==> src/rtl/precision_game_pkg.sv <==
// Shared types and width helpers for the precision button-press game.
package precision_game_pkg;

  typedef enum logic [1:0] {IDLE, RUN, HOLD, OVER} state_t;

  function automatic int max1_clog2(input int n);
    return (n <= 2) ? 1 : $clog2(n);
  endfunction

endpackage

==> src/rtl/precision_game_core_sweep_ptr.sv <==
// Step timer and sweeping LED position; wraps or ping-pongs across WIDTH LEDs.
module sweep_ptr
  import precision_game_pkg::*;
#(
  parameter int WIDTH    = 8,
  parameter int BASE_DIV = 25_000_000,
  parameter int LEVELS   = 4,
  localparam int LW = max1_clog2(LEVELS),
  localparam int PW = max1_clog2(WIDTH),
  localparam int CW = max1_clog2(BASE_DIV)
) (
  input  logic             clk,
  input  logic             rst,
  input  logic [LW-1:0]    level,
  input  logic             mode,
  input  logic             clear,
  input  logic             enable,
  output logic [PW-1:0]    ptr,
  output logic [WIDTH-1:0] leds
);

  logic [CW-1:0] cnt;
  logic [CW-1:0] term;
  logic          dir_down;
  logic          at_top;

  // Each level halves the step period.
  assign term   = CW'((BASE_DIV >> level) - 1);
  assign at_top = (ptr == PW'(WIDTH - 1));

  always_ff @(posedge clk) begin
    if (rst || clear) begin
      cnt      <= '0;
      ptr      <= '0;
      dir_down <= 1'b0;
    end else if (enable) begin
      if (cnt == term) begin
        cnt <= '0;
        if (!mode) begin
          ptr <= at_top ? '0 : ptr + 1'b1;
        end else if (dir_down) begin
          if (ptr == '0) begin
            ptr      <= PW'(1);
            dir_down <= 1'b0;
          end else begin
            ptr <= ptr - 1'b1;
          end
        end else begin
          if (at_top) begin
            ptr      <= PW'(WIDTH - 2);
            dir_down <= 1'b1;
          end else begin
            ptr <= ptr + 1'b1;
          end
        end
      end else begin
        cnt <= cnt + 1'b1;
      end
    end
  end

  assign leds = WIDTH'(1) << ptr;

endmodule

==> src/rtl/precision_game_core.sv <==
// Precision game engine: input synchronisers, game FSM, score/level/lives bookkeeping.
module precision_game_core
  import precision_game_pkg::*;
#(
  parameter int WIDTH          = 8,
  parameter int BASE_DIV       = 25_000_000,
  parameter int LEVELS         = 4,
  parameter int HITS_PER_LEVEL = 4,
  parameter int LIVES          = 3,
  parameter int SCORE_W        = 8,
  parameter int HOLD_CYC       = 50_000_000,
  localparam int LW  = max1_clog2(LEVELS),
  localparam int LIW = $clog2(LIVES + 1)
) (
  input  logic               CLK,
  input  logic               RST,
  input  logic               START,
  input  logic               BTN,
  input  logic               MODE,
  input  logic [WIDTH-1:0]   SWITCHES,
  output logic [WIDTH-1:0]   LEDS,
  output logic [SCORE_W-1:0] SCORE,
  output logic [LW-1:0]      LEVEL,
  output logic [LIW-1:0]     LIVES_LEFT,
  output logic               HIT,
  output logic               MISS,
  output logic               GAME_OVER
);

  localparam int PW = max1_clog2(WIDTH);
  localparam int SW = $clog2(HITS_PER_LEVEL + 1);
  localparam int HW = max1_clog2(HOLD_CYC);

  function automatic logic [SCORE_W-1:0] sat_inc_score(input logic [SCORE_W-1:0] s);
    return (&s) ? s : s + 1'b1;
  endfunction

  function automatic logic [LW-1:0] sat_inc_level(input logic [LW-1:0] l);
    return (l == LW'(LEVELS - 1)) ? l : l + 1'b1;
  endfunction

  logic start_p0, start_p1, start_p2;
  logic btn_p0, btn_p1, btn_p2;
  logic start_edge, btn_edge;

  // Stage p0/p1: two-flop synchroniser; p2: previous value for edge detection
  always_ff @(posedge CLK) begin
    if (RST) begin
      {start_p0, start_p1, start_p2} <= '0;
      {btn_p0, btn_p1, btn_p2}       <= '0;
    end else begin
      start_p0 <= START;
      start_p1 <= start_p0;
      start_p2 <= start_p1;
      btn_p0   <= BTN;
      btn_p1   <= btn_p0;
      btn_p2   <= btn_p1;
    end
  end

  assign start_edge = start_p1 & ~start_p2;
  assign btn_edge   = btn_p1 & ~btn_p2;

  state_t          state;
  logic            mode_q;
  logic            hit_shown;
  logic [SW-1:0]   streak;
  logic [HW-1:0]   hold_cnt;
  logic [PW-1:0]   ptr;
  logic [WIDTH-1:0] sweep_leds;
  logic            on_target;

  sweep_ptr #(
    .WIDTH   (WIDTH),
    .BASE_DIV(BASE_DIV),
    .LEVELS  (LEVELS)
  ) u_sweep (
    .clk   (CLK),
    .rst   (RST),
    .level (LEVEL),
    .mode  (mode_q),
    .clear (state != RUN),
    .enable(state == RUN),
    .ptr   (ptr),
    .leds  (sweep_leds)
  );

  assign on_target = SWITCHES[ptr];

  always_ff @(posedge CLK) begin
    if (RST) begin
      state      <= IDLE;
      SCORE      <= '0;
      LEVEL      <= '0;
      LIVES_LEFT <= LIW'(LIVES);
      streak     <= '0;
      hold_cnt   <= '0;
      mode_q     <= 1'b0;
      hit_shown  <= 1'b0;
      HIT        <= 1'b0;
      MISS       <= 1'b0;
    end else begin
      HIT  <= 1'b0;
      MISS <= 1'b0;
      case (state)
        IDLE, OVER: begin
          if (start_edge) begin
            SCORE      <= '0;
            LEVEL      <= '0;
            LIVES_LEFT <= LIW'(LIVES);
            streak     <= '0;
            mode_q     <= MODE;
            state      <= RUN;
          end
        end
        RUN: begin
          if (btn_edge) begin
            hold_cnt  <= '0;
            hit_shown <= on_target;
            state     <= HOLD;
            if (on_target) begin
              HIT   <= 1'b1;
              SCORE <= sat_inc_score(SCORE);
              if (streak == SW'(HITS_PER_LEVEL - 1)) begin
                streak <= '0;
                LEVEL  <= sat_inc_level(LEVEL);
              end else begin
                streak <= streak + 1'b1;
              end
            end else begin
              MISS       <= 1'b1;
              LIVES_LEFT <= LIVES_LEFT - 1'b1;
              streak     <= '0;
            end
          end
        end
        HOLD: begin
          if (hold_cnt == HW'(HOLD_CYC - 1)) begin
            state <= (LIVES_LEFT == '0) ? OVER : RUN;
          end else begin
            hold_cnt <= hold_cnt + 1'b1;
          end
        end
        default: state <= IDLE;
      endcase
    end
  end

  always_comb begin
    LEDS = '0;
    case (state)
      RUN:     LEDS = sweep_leds;
      HOLD:    LEDS = {WIDTH{hit_shown}};
      default: LEDS = '0;
    endcase
  end

  assign GAME_OVER = (state == OVER);

endmodule

==> config.mk <==
export PLATFORM = sky130hd
export DESIGN_NAME = precision_game_core
export DESIGN_NICKNAME = d
export VERILOG_FILES = /design/src/rtl/precision_game_pkg.sv /design/src/rtl/precision_game_core_sweep_ptr.sv /design/src/rtl/precision_game_core.sv
export SDC_FILE = /design/constraint.sdc
export NUM_CORES = 1
export LEC_CHECK = 0
export ABC_AREA = 1
export BUFFER_PORTS_ARGS = -buffer_cell sky130_fd_sc_hd__buf_4
export CAP_MARGIN = 10
export CORE_MARGIN = 3
export CORE_UTILIZATION = 40
export DETAILED_ROUTE_END_ITERATION = 8
export HOLD_SLACK_MARGIN = 0.15
export RECOVER_POWER = 100
export SYNTH_ARGS = -nofsm -noshare
export SYNTH_HDL_FRONTEND = slang
export SYNTH_HIERARCHICAL = 1
export SYNTH_SLANG_ARGS = --single-unit
==> constraint.sdc <==
create_clock -name CLK -period 3.2 [get_ports CLK]
set_input_delay 0.32 -clock CLK [delete_from_list [all_inputs] [get_ports CLK]]
set_output_delay 0.32 -clock CLK [all_outputs]
set_load 0.05 [all_outputs]
==> impl_results.md <==
- Largest net degree at the start of global routing: 31
- Starting DRT DRC Count: 366
- Crit path max-delay family: buffers and inverters
- Final ANT Viol Nets: 0
- Cells on Worst Hold Path: 3
- Ant. Diodes: 0
- Hold path endpoint: start_p0
- Clock Power Share: 0.301
- Seq/Total Area, Yosys: 0.284
- Cells resized by post-CTS repair: 0
- Num ports: 36
- Net Count, Synth: 976
- Clk_lat worst skew: 350 ps
- Crit-path max FO: 16
- Starting density of the core: 0.413
- WS Path Type: register to primary output
- FMAX: 370 MHz
- Mapped Area: 5780 um2
- Die width: 126 um
- Status: finished with violations
- Worst EP required: 2880 ps
- CTS root buf: clkbuf_16
- Most numerous cell in the Yosys netlist: nand2_1
- Pleak: 2.50 nW
- Post-Syn Instances: 943
- Max incr delay on CP: ~530 ps
- Clock buffer depth: 2
- Final slew viol count: 31
- Actual slew at the worst max-slew pin: 1650 ps
- Fillers: 1552
- Critical path's slowest cell: ha_1
- Met1 WL: around 7300 um
- Tot GR Track Use: 0.192
- Most area-consuming cells after synthesis: dfxtp_1 28%, nand2_1 17%, nor2_1 9.1%
- Synth Flop Type: dfxtp_1
- Slew margin rel.: -0.0991
- Failing checks: max-capacitance violations, max-slew violations
- Die area: 15900 um2
- Top cells by count, synth: 269 x nand2_1, 140 x nor2_1, 134 x inv_1
- RR Endpoint: hold_cnt[23]
- Worst IR Drop VDD: 330 uV
- Part of the power in registers: 0.310
- FF-to-FF setup slack: 600 ps
- Hold Crit Class: input pin to register
- CTS tree: done
- Max-cap viol count: 1
- Final count of hold timing violations: 0
- DR top layer: met4
- Cell internal pwr: 0.00210 W
- Vias per std cell: 4.95
- Fin Setup TNS: 0 ps
- Bufs and invs on worst path: 2
- Largest area contributor in the synthesized netlist: dfxtp_1
- Synth unique cells: 44
- Vias in the first global route: 5308
- Worst clock skew: about 11 ps
- Crit. End Element: primary output
- Hold_sp: START
- Crit path depth: 5
- Die Y: 126 um
- Final nets: between 1000 and 1500
- H-tree depth: 3
- Startpoint types: register
- Sw Pwr: 0.00158 W
- CP cell instances: inv_1 -> ha_1 -> nand2_1 -> a21oi_1 -> clkbuf_1
- Share of cells above drive strength 1: 0.0646
- Total CTS buffers: 9
- Hold_buf cts: 0
- Syn avg cell area: 6.13 um2
- Post-CTS setup buffers: 0
- Final setup viols: 0
- Initial antenna violation count: 0
- CTS sink count: between 80 and 90
- Tcrit/Tclk final: 0.844
- Port bufs: 35
- Comb power frac: 0.389
- CP startpoint: state[0]
- R2R depth: 11
- Post-DR wirelength/cell: roughly 13 um
- Worst R2R Start: hold_cnt[0]
- Minimum clock period: 2700 ps
- Worst-path clk slew: 60 ps
- Rows: 43
- Power Total: 0.00368 W
- Top cell type's share of synthesized area: 0.284
- Placer Congestion: approximately 0.9
- First-pass GRT wire length: 25500 um
- Met3 WL post-DR: 570 um
- Async SR Flop Fraction: 0
- Synthesis Warnings: 6
- Yosys reg bits: 82
- Total grt overflow: 0
- Sw Share: 0.429
- Pre-antenna DRT Iters: 5
- WL final: about 15000 um
- Routed met2 length: 6670 um
- CORE AREA: 14000 um2
- Total number of vias: 5719
- DRC violations left: 0
- Area grow syn2layout: 8.99%
- EDFF count, synth: 0
- RSZ-0062 raised after global routing: false
- Post-DP HPWL: 11200 um
- Pwr dens: 585 nW/um2
- CP arrival: 2380 ps
[metal layers]
metal / track usage / vias to the layer above
li1: - / 3029
met2: 0.299 / 119
met1: 0.263 / 2544
met4: 0.0833 / 0
met3: 0.0310 / 27
met5: 0 / -
[power by group through the flow]
| stage | combinational (W) | clock [W] | sequential (W) |
|---|---|---|---|
| 2_1_floorplan | 0.00121 | 0 | 0.00119 |
| 3_3_place_gp | 0.00154 | 0 | 0.00116 |
| 3_5_place_dp | 0.00154 | 0 | 0.00116 |
| 4_1_cts | 0.00154 | 0.00113 | 0.00114 |
| 5_1_grt | 0.00163 | 0.00118 | 0.00115 |
| 6_report | 0.00143 | 0.00111 | 0.00114 |
[stage by stage]
step / hold WS [ps] / setup WS [ps] / area [um2] / instances / utilization
after floorplan: 388 / 896 / 5780 / 943 / -
after global placement: 389 / 936 / 6160 / 1140 / 0.441
final: 179 / 498 / 6300 / 1155 / 0.450
after detailed placement: 403 / 868 / 6160 / 1140 / 0.441
after global routing: 205 / 312 / 6300 / 1155 / 0.450
after CTS: 167 / 636 / 6470 / 1155 / 0.463
[logic make-up (layout without fill, tap and decap cells)]
family,Yosys count,count (layout),share of synthesized area
AND/OR/NAND/NOR,584,584,0.452
buffers and inverters,160,192,0.112
flip-flops,82,82,0.284
AO/OA/AOI/OAI,81,81,0.0838
adder cells (fa/ha/maj),20,20,0.0433
XOR/XNOR,16,16,0.0243
[cells in the final DEF (no fill, tap or decap), drive strengths merged, types with 2 or more instances in the layout]
| cell | count |
|---|---|
| a21oi | 46 |
| a31oi | 2 |
| and2 | 2 |
| buf | 14 |
| bufinv | 2 |
| clkbuf | 36 |
| dfxtp | 82 |
| ha | 20 |
| inv | 138 |
| nand2 | 279 |
| nand3 | 85 |
| nand3b | 3 |
| nand4 | 32 |
| nor2 | 160 |
| nor3 | 13 |
| nor3b | 4 |
| nor4 | 2 |
| o211ai | 3 |
| o21ai | 23 |
| o31ai | 2 |
| or2 | 4 |
| xnor2 | 2 |
| xor2 | 14 |
[cell type report]
class	count	area (um2)	share of cell area
clock buffer	11	233	0.0370
inverter	138	518	0.0823
sequential	82	1640	0.261
tap	180	225	0.0358
clock inverter	4	76.3	0.0121
timing repair buffer	39	199	0.0316
multi-input combinational	701	3400	0.541
[worst max-delay path by stage]
stage / slack [ps] / end
after floorplan: 900 / LEDS[0]
after CTS: 640 / LEDS[0]
after detailed placement: 870 / hold_cnt[18]
after global placement: 940 / hold_cnt[18]
after global routing: 310 / hold_cnt[17]
final: 500 / LEDS[0]
[flip-flops by register name (all words and copies together), names as in the netlist, 2 cells and up]
register and flops:
state 2, LEVEL 2, u_sweep/ptr 3, SCORE 8
u_sweep/cnt 25, hold_cnt 26, streak 3, LIVES_LEFT 2
[worst register-to-register path, delay by kind of cell, from the launching register on]
| family | cells | cell delay (ps) |
|---|---|---|
| fa+ha+maj | 1 | 280 |
| flops | 1 | 380 |
| simple gates | 9 | 1650 |
| buf+inv | 1 | 220 |
No activity file was read; power rests on OpenSTA's default activity.
